`config.mk`:
```
export PLATFORM = sky130hd
export DESIGN_NAME = execute_pipe_flat
export DESIGN_NICKNAME = d
export VERILOG_FILES = /design/src/rtl/execute_pipe_if.sv /design/src/rtl/execute_pipe.sv /design/src/flat_wrapper.sv
export SDC_FILE = /design/constraint.sdc
export NUM_CORES = 2
export LEC_CHECK = 0
export CAP_MARGIN = 15
export CORE_MARGIN = 3
export CORE_UTILIZATION = 50
export CTS_BUF_LIST = sky130_fd_sc_hd__clkbuf_4 sky130_fd_sc_hd__clkbuf_8
export CTS_CLUSTER_DIAMETER = 60
export DETAILED_ROUTE_END_ITERATION = 10
export PLACE_DENSITY = 0.73
export SYNTH_ARGS = -nofsm -noshare
export SYNTH_HDL_FRONTEND = slang
export SYNTH_SLANG_ARGS = --single-unit
```
`constraint.sdc`:
```
create_clock -name clk -period 9.8 [get_ports clk]
set_input_delay 0.98 -clock clk [delete_from_list [all_inputs] [get_ports clk]]
set_output_delay 0.98 -clock clk [all_outputs]
set_load 0.05 [all_outputs]
```
`src/rtl/execute_pipe_if.sv`:
```
// EX-stage bus for execute_pipe: operand/control inputs from ID/EX and the
// registered EX/MEM outputs, plus the FSM state for observation.
interface execute_pipe_if #(
    parameter int N = 64
);
    // valid_E qualifies every EX input in the same cycle; busy_E asks upstream
    // to hold ID/EX; valid_M qualifies the EX/MEM data outputs.
    logic         valid_E;
    logic         AluSrc;
    logic [3:0]   AluControl;
    logic         MulOp;
    logic [1:0]   ForwardA;
    logic [1:0]   ForwardB;
    logic [N-1:0] PC_E;
    logic [N-1:0] signImm_E;
    logic [N-1:0] readData1_E;
    logic [N-1:0] readData2_E;
    logic [N-1:0] writeData_W;
    logic         stall_in;
    logic         flush;
    logic [N-1:0] PCBranch_M;
    logic [N-1:0] aluResult_M;
    logic [N-1:0] writeData_M;
    logic         zero_M;
    logic         valid_M;
    logic         busy_E;
    logic [1:0]   state_dbg;

    modport master (
        output valid_E, AluSrc, AluControl, MulOp, ForwardA, ForwardB,
               PC_E, signImm_E, readData1_E, readData2_E, writeData_W,
               stall_in, flush,
        input  PCBranch_M, aluResult_M, writeData_M, zero_M, valid_M,
               busy_E, state_dbg
    );

    modport slave (
        input  valid_E, AluSrc, AluControl, MulOp, ForwardA, ForwardB,
               PC_E, signImm_E, readData1_E, readData2_E, writeData_W,
               stall_in, flush,
        output PCBranch_M, aluResult_M, writeData_M, zero_M, valid_M,
               busy_E, state_dbg
    );
endinterface

```
`src/rtl/execute_pipe.sv`:
```
// Execute stage: forwarding muxes, single-cycle ALU, branch target adder and
// a multi-cycle shift-add unsigned multiplier feeding the EX/MEM register.
module execute_pipe #(
    parameter int N = 64
) (
    input logic           clk,
    input logic           reset,
    execute_pipe_if.slave ex
);
    typedef enum logic [1:0] {
        S_IDLE = 2'd0,
        S_MUL  = 2'd1,
        S_DONE = 2'd2
    } state_t;

    localparam int CW = $clog2(N + 1);

    state_t        r_state;
    state_t        w_next;
    logic [N-1:0]  w_src_a;
    logic [N-1:0]  w_src_b;
    logic [N-1:0]  w_op_b;
    logic [N-1:0]  w_alu;
    logic [N-1:0]  w_pc_branch;
    logic          w_launch_mul;
    logic          w_last_step;

    logic [N-1:0]  r_mul_a;
    logic [N-1:0]  r_mul_b;
    logic [N-1:0]  r_prod;
    logic [N-1:0]  r_pc;
    logic [N-1:0]  r_imm;
    logic [N-1:0]  r_wd;
    logic [CW-1:0] r_cnt;

    logic [N-1:0]  r_alu_result_m;
    logic [N-1:0]  r_pc_branch_m;
    logic [N-1:0]  r_write_data_m;
    logic          r_zero_m;
    logic          r_valid_m;

    // Forward select 2'b10 takes this stage's own registered result.
    always_comb begin
        w_src_a = ex.readData1_E;
        w_src_b = ex.readData2_E;
        case (ex.ForwardA)
            2'b01:   w_src_a = ex.writeData_W;
            2'b10:   w_src_a = r_alu_result_m;
            default: w_src_a = ex.readData1_E;
        endcase
        case (ex.ForwardB)
            2'b01:   w_src_b = ex.writeData_W;
            2'b10:   w_src_b = r_alu_result_m;
            default: w_src_b = ex.readData2_E;
        endcase
    end

    assign w_op_b      = ex.AluSrc ? ex.signImm_E : w_src_b;
    assign w_pc_branch = ex.PC_E + (ex.signImm_E << 2);

    always_comb begin
        w_alu = '0;
        case (ex.AluControl)
            4'b0000: w_alu = w_src_a & w_op_b;
            4'b0001: w_alu = w_src_a | w_op_b;
            4'b0010: w_alu = w_src_a + w_op_b;
            4'b0110: w_alu = w_src_a - w_op_b;
            4'b0111: w_alu = w_op_b;
            4'b1100: w_alu = ~(w_src_a | w_op_b);
            default: w_alu = '0;
        endcase
    end

    assign w_launch_mul = (r_state == S_IDLE) && ex.valid_E && ex.MulOp;
    assign w_last_step  = (r_cnt == CW'(N - 1));

    always_ff @(posedge clk) begin
        if (reset) begin
            r_state <= S_IDLE;
        end else begin
            r_state <= w_next;
        end
    end

    always_comb begin
        w_next = r_state;
        if (ex.flush) begin
            w_next = S_IDLE;
        end else begin
            case (r_state)
                S_IDLE:  if (w_launch_mul && !ex.stall_in) w_next = S_MUL;
                S_MUL:   if (w_last_step) w_next = S_DONE;
                S_DONE:  if (!ex.stall_in) w_next = S_IDLE;
                default: w_next = S_IDLE;
            endcase
        end
    end

    always_ff @(posedge clk) begin
        if (reset) begin
            r_mul_a        <= '0;
            r_mul_b        <= '0;
            r_prod         <= '0;
            r_pc           <= '0;
            r_imm          <= '0;
            r_wd           <= '0;
            r_cnt          <= '0;
            r_alu_result_m <= '0;
            r_pc_branch_m  <= '0;
            r_write_data_m <= '0;
            r_zero_m       <= 1'b0;
            r_valid_m      <= 1'b0;
        end else begin
            // Multiplier steps regardless of stall; only the low N bits are kept.
            if (r_state == S_MUL) begin
                if (r_mul_b[0]) r_prod <= r_prod + r_mul_a;
                r_mul_a <= r_mul_a << 1;
                r_mul_b <= r_mul_b >> 1;
                r_cnt   <= r_cnt + CW'(1);
            end
            if (ex.flush) begin
                r_valid_m <= 1'b0;
            end else if (!ex.stall_in) begin
                case (r_state)
                    S_IDLE: begin
                        if (w_launch_mul) begin
                            r_mul_a   <= w_src_a;
                            r_mul_b   <= w_op_b;
                            r_wd      <= w_src_b;
                            r_pc      <= ex.PC_E;
                            r_imm     <= ex.signImm_E;
                            r_prod    <= '0;
                            r_cnt     <= '0;
                            r_valid_m <= 1'b0;
                        end else begin
                            r_alu_result_m <= w_alu;
                            r_zero_m       <= (w_alu == '0);
                            r_pc_branch_m  <= w_pc_branch;
                            r_write_data_m <= w_src_b;
                            r_valid_m      <= ex.valid_E;
                        end
                    end
                    S_DONE: begin
                        r_alu_result_m <= r_prod;
                        r_zero_m       <= (r_prod == '0);
                        r_pc_branch_m  <= r_pc + (r_imm << 2);
                        r_write_data_m <= r_wd;
                        r_valid_m      <= 1'b1;
                    end
                    default: ;
                endcase
            end
        end
    end

    assign ex.aluResult_M = r_alu_result_m;
    assign ex.PCBranch_M  = r_pc_branch_m;
    assign ex.writeData_M = r_write_data_m;
    assign ex.zero_M      = r_zero_m;
    assign ex.valid_M     = r_valid_m;
    assign ex.busy_E      = ex.stall_in || (r_state == S_MUL) || (w_launch_mul && !ex.flush);
    assign ex.state_dbg   = r_state;
endmodule

```
`src/flat_wrapper.sv`:
```
// flat-port wrapper written by rule: the top's interface ports become plain ports
module execute_pipe_flat 
#(
    parameter int N = 64
)
  (clk, reset, ex_valid_E, ex_AluSrc, ex_AluControl, ex_MulOp, ex_ForwardA, ex_ForwardB, ex_PC_E, ex_signImm_E, ex_readData1_E, ex_readData2_E, ex_writeData_W, ex_stall_in, ex_flush, ex_PCBranch_M, ex_aluResult_M, ex_writeData_M, ex_zero_M, ex_valid_M, ex_busy_E, ex_state_dbg);
  execute_pipe_if #(.N(N)) ex_i ();
  input logic clk;
  input logic reset;
  input wire logic [$bits(ex_i.valid_E)-1:0] ex_valid_E;
  input wire logic [$bits(ex_i.AluSrc)-1:0] ex_AluSrc;
  input wire logic [$bits(ex_i.AluControl)-1:0] ex_AluControl;
  input wire logic [$bits(ex_i.MulOp)-1:0] ex_MulOp;
  input wire logic [$bits(ex_i.ForwardA)-1:0] ex_ForwardA;
  input wire logic [$bits(ex_i.ForwardB)-1:0] ex_ForwardB;
  input wire logic [$bits(ex_i.PC_E)-1:0] ex_PC_E;
  input wire logic [$bits(ex_i.signImm_E)-1:0] ex_signImm_E;
  input wire logic [$bits(ex_i.readData1_E)-1:0] ex_readData1_E;
  input wire logic [$bits(ex_i.readData2_E)-1:0] ex_readData2_E;
  input wire logic [$bits(ex_i.writeData_W)-1:0] ex_writeData_W;
  input wire logic [$bits(ex_i.stall_in)-1:0] ex_stall_in;
  input wire logic [$bits(ex_i.flush)-1:0] ex_flush;
  output wire logic [$bits(ex_i.PCBranch_M)-1:0] ex_PCBranch_M;
  output wire logic [$bits(ex_i.aluResult_M)-1:0] ex_aluResult_M;
  output wire logic [$bits(ex_i.writeData_M)-1:0] ex_writeData_M;
  output wire logic [$bits(ex_i.zero_M)-1:0] ex_zero_M;
  output wire logic [$bits(ex_i.valid_M)-1:0] ex_valid_M;
  output wire logic [$bits(ex_i.busy_E)-1:0] ex_busy_E;
  output wire logic [$bits(ex_i.state_dbg)-1:0] ex_state_dbg;
  assign ex_i.valid_E = ex_valid_E;
  assign ex_i.AluSrc = ex_AluSrc;
  assign ex_i.AluControl = ex_AluControl;
  assign ex_i.MulOp = ex_MulOp;
  assign ex_i.ForwardA = ex_ForwardA;
  assign ex_i.ForwardB = ex_ForwardB;
  assign ex_i.PC_E = ex_PC_E;
  assign ex_i.signImm_E = ex_signImm_E;
  assign ex_i.readData1_E = ex_readData1_E;
  assign ex_i.readData2_E = ex_readData2_E;
  assign ex_i.writeData_W = ex_writeData_W;
  assign ex_i.stall_in = ex_stall_in;
  assign ex_i.flush = ex_flush;
  assign ex_PCBranch_M = ex_i.PCBranch_M;
  assign ex_aluResult_M = ex_i.aluResult_M;
  assign ex_writeData_M = ex_i.writeData_M;
  assign ex_zero_M = ex_i.zero_M;
  assign ex_valid_M = ex_i.valid_M;
  assign ex_busy_E = ex_i.busy_E;
  assign ex_state_dbg = ex_i.state_dbg;
  execute_pipe #(.N(N)) u_core (.clk(clk), .reset(reset), .ex(ex_i));
endmodule
```
==> run summary <==
Setup crit end kind - register
Total number of yosys warnings - 0
Setup violations, final - 0
CTS H-Tree Depth - 3
Setup_tns - 0 ns
Setup Fix Bufs, Post-CTS - 0
Final Hold Fails - 0
Avg WL per Cell - 27.3 µm
Placer Congestion - 1.06
Row cnt - 109
Area Overhead vs Synth - 19.7%
Buffers on Ports - 531
Layout cells sized above 1 - 6.63%
RSZ-0062 raised after global routing - false
First-pass GRT wire length - 314000 µm
Lkg Pwr - 0.0209 µW
Min Tclk post-route - 8.38 ns
Gr usage total - 43.9%
Mapped Nets - 6978
Max VDD drop - 143 µV
Req. time, crit path - 10.54 ns
Final nets - 7324
Hold Path Class - reg2reg
# hold bufs at CTS - 0
Cts bufs inserted - 108
Maximum clock path buffer count - 3
Normalized max-slew margin - 14.9%
Final Max Tran Viols - 0
CP Max Fanout - 68
Crit path launch type - primary input
Clk sinks - 585
Initial antenna violation count - 20
Avg Cell Area, Syn - 7.09 µm²
Top FF cell, synth - dfxtp_1
Width of the die - 306 µm
Yosys reg bits - 585
Vias in the first global route - 47700
Fmax - 0.119 GHz
IO Count - 532
Vias per inst - 6.59
Clock skew after layout - 0.0744 ns
Initial core utilization - 50.8%
# DRC - 0
WL final - 218000 µm
Status - finished, final reports clean
Total gr overflow - 0
Via count - 52600
Actual slew at the worst max-slew pin - 1.27 ns
Largest net degree at the start of global routing - 153
Setup CP Type - in2reg
Max Cap Viol - 0
Post-Syn Area - 45100 µm²
Ys async rst share - 0%
Register area share after synthesis - 26.0%
DP HPWL - 166000 µm
Post-cts sizing count - 0
Fin Hold WS - 0.421 ns
Clk Latency, worst-skew pair - 0.85 ns
Distinct cell type count after synthesis - 93
Die height - 306 µm
Setup WS pre-CTS - 0.851 ns
Core area - 88900 µm²
CP arrival - 9.11 ns
Post-synth EDFFs - 0
Gate Count Post-Synth - 6368
Initial DRC Count - 7788
DIE AREA - 93900 µm²
Drt first pass iters - 7
Antenna viol nets, final - 0
CTS tree - yes
Clock transition at path regs - 0.07 ns
Final period utilization - 85.5%
Power Dens Cells - 143 nW/µm²
Fillers - 8214
Final WS setup - 1.42 ns
Root Buffer - clkbuf_8
cells in the mapped netlist, drive strengths merged (43+ instances only):
library cell  count  area [µm²]
nand2b           48         300
dfxtp           585       11700
a21o            122         916
nor2b            64         400
nand3            68         340
a221oi           60         532
nor4             44         290
o21bai           47         353
a211oi          109         818
a22oi            96         721
nor3            143         727
nor2            634        2380
o31ai            66         500
o211ai           66         495
a21oi           653        3270
a311oi          190        1660
xor2             95         832
nand4            81         507
xnor2           142        1240
inv             108         405
maj3             43         430
or3              58         368
clkbuf          377        1420
ha              271        3390
o21ai           319        1600
nand2          1282        4820
and3             48         300
o21a             48         360
buf              77         359
where the power goes:
group,internal (µW),switching [µW]
sequential,2460,75.4
combinational,844,1630
clock,1500,1230
registers in the layout, indices dropped and copies added (netlist names):
register / flops
u_core.r_mul_a: 64
u_core.ex.zero_M: 1
u_core.ex.valid_M: 1
u_core.ex.aluResult_M: 64
u_core.r_mul_b: 64
u_core.r_wd: 64
u_core.r_imm: 62
u_core.r_cnt: 7
u_core.r_prod: 64
u_core.ex.writeData_M: 64
u_core.ex.state_dbg: 2
u_core.r_pc: 64
u_core.ex.PCBranch_M: 64
path summary, 6_finish.rpt:
kind / startpoint / to / slack [ns] / depth (start not counted)
setup / recovery: ex_ForwardB[0] / u_core.ex.zero_M / 1.42 / 26
hold / removal: u_core.r_mul_b[38] / u_core.r_mul_b[37] / 0.42 / 2
setup reg to reg: u_core.ex.aluResult_M[0] / u_core.ex.zero_M / 2.20 / 25
hold reg to reg: u_core.r_mul_b[38] / u_core.r_mul_b[37] / 0.42 / 2
stage by stage:
step / std cells / power (µW) / instance area [µm²] / util [%]
2_1_floorplan: 6368 / 4020 / 45100 / -
3_3_place_gp: 7766 / 4950 / 51400 / 57.9
3_5_place_dp: 7767 / 4940 / 51400 / 57.9
4_1_cts: 7966 / 7640 / 54000 / 60.7
5_1_grt: 7972 / 7980 / 54000 / 60.7
6_report: 7981 / 7740 / 54000 / 60.7
final cells by class:
type | count | area [µm²] | share of cell area [%]
diodes | 13 | 32.5 | 0.0602
clock buffers | 166 | 2110 | 3.91
clock inverters | 33 | 394 | 0.730
inverters | 109 | 409 | 0.758
multi-input cells | 5220 | 31400 | 58.1
flip-flops and latches | 585 | 11700 | 21.7
well taps | 1165 | 1460 | 2.70
repair buffers | 690 | 6530 | 12.1
cells by family (layout without fill, tap and decap cells):
family / count (synthesis) / count (layout) / synth area share (%)
muxes: 47 / 47 / 1.08
xor gates and xnor gates: 237 / 237 / 4.60
DFF: 585 / 585 / 26.0
other: 0 / 13 / 0
AOI/OAI and AO/OA: 2049 / 2049 / 30.2
buffers and inverters: 563 / 998 / 4.84
and+or+nand+nor: 2569 / 2569 / 24.7
adders and majority gates: 318 / 318 / 8.64
critical path, cell delays in order:
cell and delay [ns]:
clkdlybuf4s50_1 0.49, inv_1 0.07, ha_4 0.48, buf_4 0.69, o21ai_0 0.65, mux2i_1 0.76
nand4_1 0.24, nor4_1 0.48, and2_1 0.30, nand2_1 0.13, nor2_1 0.35, a21oi_1 0.15
xor2_1 0.19, ha_1 0.41, a21oi_1 0.45, o21ai_0 0.18, a21o_1 0.20, a21oi_1 0.20
o21bai_1 0.08, a21oi_1 0.22, mux2i_1 0.11, a41o_1 0.21, nor3_1 0.30, nor4bb_1 0.37
and4_1 0.24, a21o_1 0.11
placed cells by master, fill, tap and decap left out, types with 66 or more instances in the layout:
master	Yosys	routed
dfxtp_1	585	585
o21ai_0	314	314
clkbuf_8	0	138
a21oi_1	653	653
a311oi_1	190	190
buf_4	3	156
nand3_1	68	67
o211ai_1	66	66
a22oi_1	96	96
inv_1	108	107
nor3_1	142	142
nand4_1	81	81
clkdlybuf4s50_1	0	528
ha_1	271	267
xnor2_1	142	142
nand2_1	1281	1280
a211oi_1	109	109
xor2_1	95	95
a21o_1	122	122
nor2_1	634	632
routing by layer:
metal / GRT usage [%] / part of all wire [%] / up-vias
met5: 0 / 0.011 / -
met1: 59.5 / 40 / 24700
met2: 62.6 / 40 / 3458
li1: - / - / 23800
met4: 25.0 / 6.7 / 4
met3: 12.2 / 13 / 610
No activity file was read; power rests on OpenSTA's default activity.
